`src/rtl/dmem_arbiter.sv`:
```
// Two-port (CPU/DMA) round-robin arbiter in front of a single-ported data memory.
// Each transaction runs IDLE -> ACCESS -> RESP; all port and memory-side outputs are registered.
module dmem_arbiter #(
  parameter int unsigned MEM_BYTES = 64
) (
  input  logic        clk,
  input  logic        reset,
  input  logic        a_req,
  input  logic        a_we,
  input  logic        a_bh,
  input  logic [15:0] a_addr,
  input  logic [15:0] a_wdata,
  output logic        a_gnt,
  output logic        a_done,
  output logic        a_err,
  output logic [15:0] a_rdata,
  input  logic        b_req,
  input  logic        b_we,
  input  logic        b_bh,
  input  logic [15:0] b_addr,
  input  logic [15:0] b_wdata,
  output logic        b_gnt,
  output logic        b_done,
  output logic        b_err,
  output logic [15:0] b_rdata,
  output logic [15:0] mem_addr,
  output logic [15:0] mem_wdata,
  output logic        mem_read,
  output logic        mem_write,
  output logic        mem_bh,
  input  logic [15:0] mem_rdata,
  output logic        busy
);

  typedef enum logic [1:0] {StIdle, StAccess, StResp} state_e;

  localparam logic [16:0] MemBytes = 17'(MEM_BYTES);

  state_e      state_q, state_d;
  logic        prio_q, prio_d;  // 0: A owns priority, 1: B owns priority
  logic        err_q, err_d;
  logic        a_gnt_q, a_gnt_d, b_gnt_q, b_gnt_d;
  logic        a_done_q, a_done_d, b_done_q, b_done_d;
  logic        a_err_q, a_err_d, b_err_q, b_err_d;
  logic [15:0] a_rdata_q, a_rdata_d, b_rdata_q, b_rdata_d;
  logic [15:0] mem_addr_q, mem_addr_d, mem_wdata_q, mem_wdata_d;
  logic        mem_read_q, mem_read_d, mem_write_q, mem_write_d, mem_bh_q, mem_bh_d;

  logic        pick_b;
  logic        sel_we, sel_bh, sel_err;
  logic [15:0] sel_addr, sel_wdata;
  logic [15:0] cap_rdata;

  assign pick_b    = b_req & (~a_req | prio_q);
  assign sel_we    = pick_b ? b_we    : a_we;
  assign sel_bh    = pick_b ? b_bh    : a_bh;
  assign sel_addr  = pick_b ? b_addr  : a_addr;
  assign sel_wdata = pick_b ? b_wdata : a_wdata;

  // Last byte touched must lie inside the memory; odd halfword alignment is fine.
  assign sel_err = sel_bh ? (({1'b0, sel_addr} + 17'd2) > MemBytes)
                          : (({1'b0, sel_addr} + 17'd1) > MemBytes);

  // mem_read_q is already low for writes and errored accesses.
  assign cap_rdata = !mem_read_q ? 16'h0000 :
                     mem_bh_q    ? mem_rdata : {8'h00, mem_rdata[7:0]};

  always_comb begin
    state_d     = state_q;
    prio_d      = prio_q;
    err_d       = err_q;
    a_gnt_d     = 1'b0;
    b_gnt_d     = 1'b0;
    a_done_d    = 1'b0;
    b_done_d    = 1'b0;
    a_err_d     = 1'b0;
    b_err_d     = 1'b0;
    a_rdata_d   = a_rdata_q;
    b_rdata_d   = b_rdata_q;
    mem_addr_d  = 16'h0000;
    mem_wdata_d = 16'h0000;
    mem_read_d  = 1'b0;
    mem_write_d = 1'b0;
    mem_bh_d    = 1'b0;

    unique case (state_q)
      StIdle: begin
        if (a_req || b_req) begin
          state_d     = StAccess;
          prio_d      = ~pick_b;
          err_d       = sel_err;
          a_gnt_d     = ~pick_b;
          b_gnt_d     = pick_b;
          mem_addr_d  = sel_addr;
          mem_wdata_d = sel_wdata;
          mem_bh_d    = sel_bh;
          mem_write_d = sel_we & ~sel_err;
          mem_read_d  = ~sel_we & ~sel_err;
        end
      end
      StAccess: begin
        state_d = StResp;
        if (a_gnt_q) begin
          a_done_d  = 1'b1;
          a_err_d   = err_q;
          a_rdata_d = cap_rdata;
        end
        if (b_gnt_q) begin
          b_done_d  = 1'b1;
          b_err_d   = err_q;
          b_rdata_d = cap_rdata;
        end
      end
      StResp: state_d = StIdle;
      default: state_d = StIdle;
    endcase
  end

  // Asynchronous reset also kills mem_write before the memory's falling-edge write.
  always_ff @(posedge clk or posedge reset) begin
    if (reset) begin
      state_q     <= StIdle;
      prio_q      <= 1'b0;
      err_q       <= 1'b0;
      a_gnt_q     <= 1'b0;
      b_gnt_q     <= 1'b0;
      a_done_q    <= 1'b0;
      b_done_q    <= 1'b0;
      a_err_q     <= 1'b0;
      b_err_q     <= 1'b0;
      a_rdata_q   <= 16'h0000;
      b_rdata_q   <= 16'h0000;
      mem_addr_q  <= 16'h0000;
      mem_wdata_q <= 16'h0000;
      mem_read_q  <= 1'b0;
      mem_write_q <= 1'b0;
      mem_bh_q    <= 1'b0;
    end else begin
      state_q     <= state_d;
      prio_q      <= prio_d;
      err_q       <= err_d;
      a_gnt_q     <= a_gnt_d;
      b_gnt_q     <= b_gnt_d;
      a_done_q    <= a_done_d;
      b_done_q    <= b_done_d;
      a_err_q     <= a_err_d;
      b_err_q     <= b_err_d;
      a_rdata_q   <= a_rdata_d;
      b_rdata_q   <= b_rdata_d;
      mem_addr_q  <= mem_addr_d;
      mem_wdata_q <= mem_wdata_d;
      mem_read_q  <= mem_read_d;
      mem_write_q <= mem_write_d;
      mem_bh_q    <= mem_bh_d;
    end
  end

  assign a_gnt     = a_gnt_q;
  assign b_gnt     = b_gnt_q;
  assign a_done    = a_done_q;
  assign b_done    = b_done_q;
  assign a_err     = a_err_q;
  assign b_err     = b_err_q;
  assign a_rdata   = a_rdata_q;
  assign b_rdata   = b_rdata_q;
  assign mem_addr  = mem_addr_q;
  assign mem_wdata = mem_wdata_q;
  assign mem_read  = mem_read_q;
  assign mem_write = mem_write_q;
  assign mem_bh    = mem_bh_q;
  assign busy      = (state_q != StIdle);

endmodule

```
`config.mk`:
```
export PLATFORM = sky130hd
export DESIGN_NAME = dmem_arbiter
export DESIGN_NICKNAME = d
export VERILOG_FILES = /design/src/rtl/dmem_arbiter.sv
export SDC_FILE = /design/constraint.sdc
export NUM_CORES = 1
export LEC_CHECK = 0
export BUFFER_PORTS_ARGS = -buffer_cell sky130_fd_sc_hd__buf_2
export CAP_MARGIN = 20
export CORE_UTILIZATION = 35
export DETAILED_ROUTE_END_ITERATION = 10
export GPL_TIMING_DRIVEN = 1
export PLACE_DENSITY = 0.59
export RECOVER_POWER = 100
export REMOVE_ABC_BUFFERS = 1
export SETUP_SLACK_MARGIN = 0.4
export SYNTH_ARGS = -nofsm -noshare
export SYNTH_HDL_FRONTEND = slang
export SYNTH_SLANG_ARGS = --single-unit
export TNS_END_PERCENT = 100
```
`constraint.sdc`:
```
create_clock -name clk -period 7.62 [get_ports clk]
set_clock_uncertainty 0.2 [all_clocks]
set_input_delay 1.143 -clock clk [delete_from_list [all_inputs] [get_ports clk]]
set_output_delay 1.143 -clock clk [all_outputs]
set_load 0.02 [all_outputs]
```
==> results_dict.tcl <==
set metrics [dict create \
    synth_cell_types 60 \
    dp_hpwl_um 8900 \
    synthCells 461 \
    ys_warn_count 0 \
    cts_hold_buf 0 \
    cts.sinks 77 \
    grt_first_pass_wirelength_um 18600 \
    cp-end-kind "asynchronous set/reset pin" \
    met3_usage_pct 3.95 \
    fin_crit_ns 4.87 \
    htreeDepth 3 \
    vdd_drop_max_mv 0.157 \
    r2r_start "prio_q" \
    drv_slew 117 \
    synth-seq-area-share_pct 48.1 \
    relSlewSlack_pct -169 \
    power_density_nw_per_um2 329 \
    grt_busiest_layer "met2" \
    outcome "complete, but fails checks" \
    start_util_pct 36.4 \
    cts.repair.resized 0 \
    r2r_cells 9 \
    min_from "state_q[1]" \
    hold_path_depth 1 \
    setup_slack_ns 2.75 \
    min_to "state_q[1]" \
    ctsLongestPathBuffers 2 \
    grt_pass1_vias 3679 \
    std_cell_rows 38 \
    postCtsSetupRepairBufs 0 \
    rr_endpoint "err_q" \
    die_area_um2 11900 \
    clockRootBuffer "clkbuf_16" \
    mostFrequentLayoutCells "118 x nand2_1, 85 x buf_2, 78 x clkbuf_1" \
    required_ns 6.91 \
    crit_type "in -> async" \
    intPower_mw 1.00 \
    die_x_um 109 \
    power_frac_comb_pct 36.8 \
    finalSetupTns_ns 0 \
    failed_checks "capacitance limit, slew limit" \
    grt_start_max_net_pins 78 \
    fin_nets 696 \
    path_max_fanout 77 \
    cts_made_buffers 9 \
    power.switching_mw 0.680 \
    io_buffers 161 \
    synth_edf_count 0 \
    ys.flop_type "dfrtp_1" \
    clk_latency_ns 0.33 \
    worstMarginPinSlew_ns 4.04 \
    syn_avg_cell_area_um2 8.68 \
    grtUsageMet2_pct 30.1 \
    r2r_slack_ns 4.03 \
    arrival_ns 4.16 \
    fin_util_pct 46.5 \
    drive_gt1_share_pct 18.5 \
    avgViaCountPerCell 5.24 \
    ios 162 \
    p_clk_share_pct 26.5 \
    dp.cells 736 \
    hp-class "reg -> reg" \
    sw_frac_of_total_pct 40.4 \
    globalRoute.totalOverflow 0 \
    setup_viol 0 \
    die_h_um 109 \
    firstDrtPassIters 4 \
    diodes 0 \
    p_leak_nw 2.32 \
    seq_power_share_pct 36.7 \
    rsz0062_at_grt "false" \
    fmax_mhz 205 \
    finalNonFillerCells 752 \
    grtUsageTotal_pct 20.2 \
    dp_slack_ns 3.27 \
    drc 0 \
    finalHoldViolCount 0 \
    cts_tree "done" \
    synthArstFlopShare_pct 100 \
    drtIter0Drc 278 \
    synthToLayoutAreaGrowth_pct 27.7 \
    startpoint_type "input pin" \
    final_common_cell "nand2_1" \
    clkTransAtPathRegs_ns 0.05 \
    antenna_left 0 \
    core_um2 11000 \
    cap_violations 2 \
    synthesis.area_um2 4000 \
    met1_usage_pct 28.9 \
    wl_um 12000 \
    period_share_pct 63.9 \
    yosys_register_bits 77 \
    wl_per_cell_um 16.0 \
    antenna_found_initial 0 \
    vias 3943 \
    routabilityCongestion 0.954 \
]
cells by family after synthesis:
logic type / after synthesis / synth area share (%)
simple gates: 202 / 23.0
compound gates: 125 / 20.1
flops: 77 / 48.1
buf+inv: 35 / 3.31
xor+xnor: 12 / 2.63
mux: 9 / 2.44
fa+ha+maj: 1 / 0.313
worst max-delay path by stage:
stage                      from    end  slack (ns)  cells past startpoint
after detailed placement  a_req  err_q        3.27                     10
after global placement    a_req  err_q        3.33                     10
after global routing      reset  b_gnt        1.72                      3
after floorplan           a_req  err_q        3.12                     12
after CTS                 a_req  err_q        3.62                     10
final                     reset  b_gnt        2.75                      3
synthesized netlist by cell type, drive strengths merged, types with 3 or more instances:
master | n | share of area (%)
nor4 | 3 | 0.47
xor2 | 10 | 2.2
or4 | 3 | 0.66
nor2 | 20 | 1.9
a211oi | 8 | 1.5
mux2i | 6 | 1.5
buf | 3 | 0.31
dfrtp | 77 | 48
a21oi | 33 | 4.2
and2 | 7 | 1.1
nand2 | 118 | 11
a32oi | 4 | 0.88
mux2 | 3 | 0.94
nand4 | 4 | 0.63
o21bai | 5 | 0.94
o211a | 3 | 0.75
o21ai | 43 | 5.4
inv | 6 | 0.56
nand2b | 3 | 0.47
nand3 | 19 | 2.5
or2 | 3 | 0.47
nor2b | 3 | 0.47
o22ai | 3 | 0.47
and3 | 10 | 1.6
clkbuf | 26 | 2.4
sequential cells by signal, summed over array words and instances, names as in the netlist:
register,cells
mem_bh,1
a_gnt,1
a_err,1
b_rdata,16
b_err,1
state_q,2
a_rdata,16
mem_read,1
b_gnt,1
mem_addr,16
b_done,1
err_q,1
mem_wdata,16
prio_q,1
a_done,1
mem_write,1
power by group through the flow:
stage          Sequential, mW  Clock [mW]  Combinational (mW)
6_report                0.618       0.447               0.620
5_1_grt                 0.635       0.480               0.679
4_1_cts                 0.613       0.459               0.663
3_5_place_dp            0.620           0               0.662
3_3_place_gp            0.615           0               0.660
2_1_floorplan           0.795           0               0.220
per-stage QoR:
step | instance area (µm²) | power [mW] | hold slack (ns)
5_1_grt | 5110 | 1.79 | 0.309
3_3_place_gp | 4900 | 1.27 | 0.257
2_1_floorplan | 3890 | 1.02 | 0.231
3_5_place_dp | 4900 | 1.28 | 0.265
6_report | 5110 | 1.68 | 0.269
4_1_cts | 5220 | 1.74 | 0.273
cell type report:
| type | count | area (µm²) |
|---|---|---|
| clock buffers | 10 | 229 |
| clock inverters | 6 | 87.6 |
| fillers | 1153 | 5870 |
| inverters | 6 | 23.8 |
| multi-input cells | 349 | 1940 |
| flip-flops and latches | 77 | 1930 |
| well taps | 140 | 175 |
| repair buffers | 164 | 729 |
worst max-delay path, cell delays in order:
cell and delay, ns:
buf_2 0.10, clkinvlp_2 0.05, clkbuf_1 2.83
metal layers:
metal / part of all wire, % / up-vias / wire [µm]
met5: 0 / - / 0
met4: 0.95 / 0 / 114
met3: 6.6 / 10 / 790
met2: 45 / 169 / 5400
met1: 48 / 1850 / 5720
li1: - / 1914 / -
(Power assumes the default switching activity.)
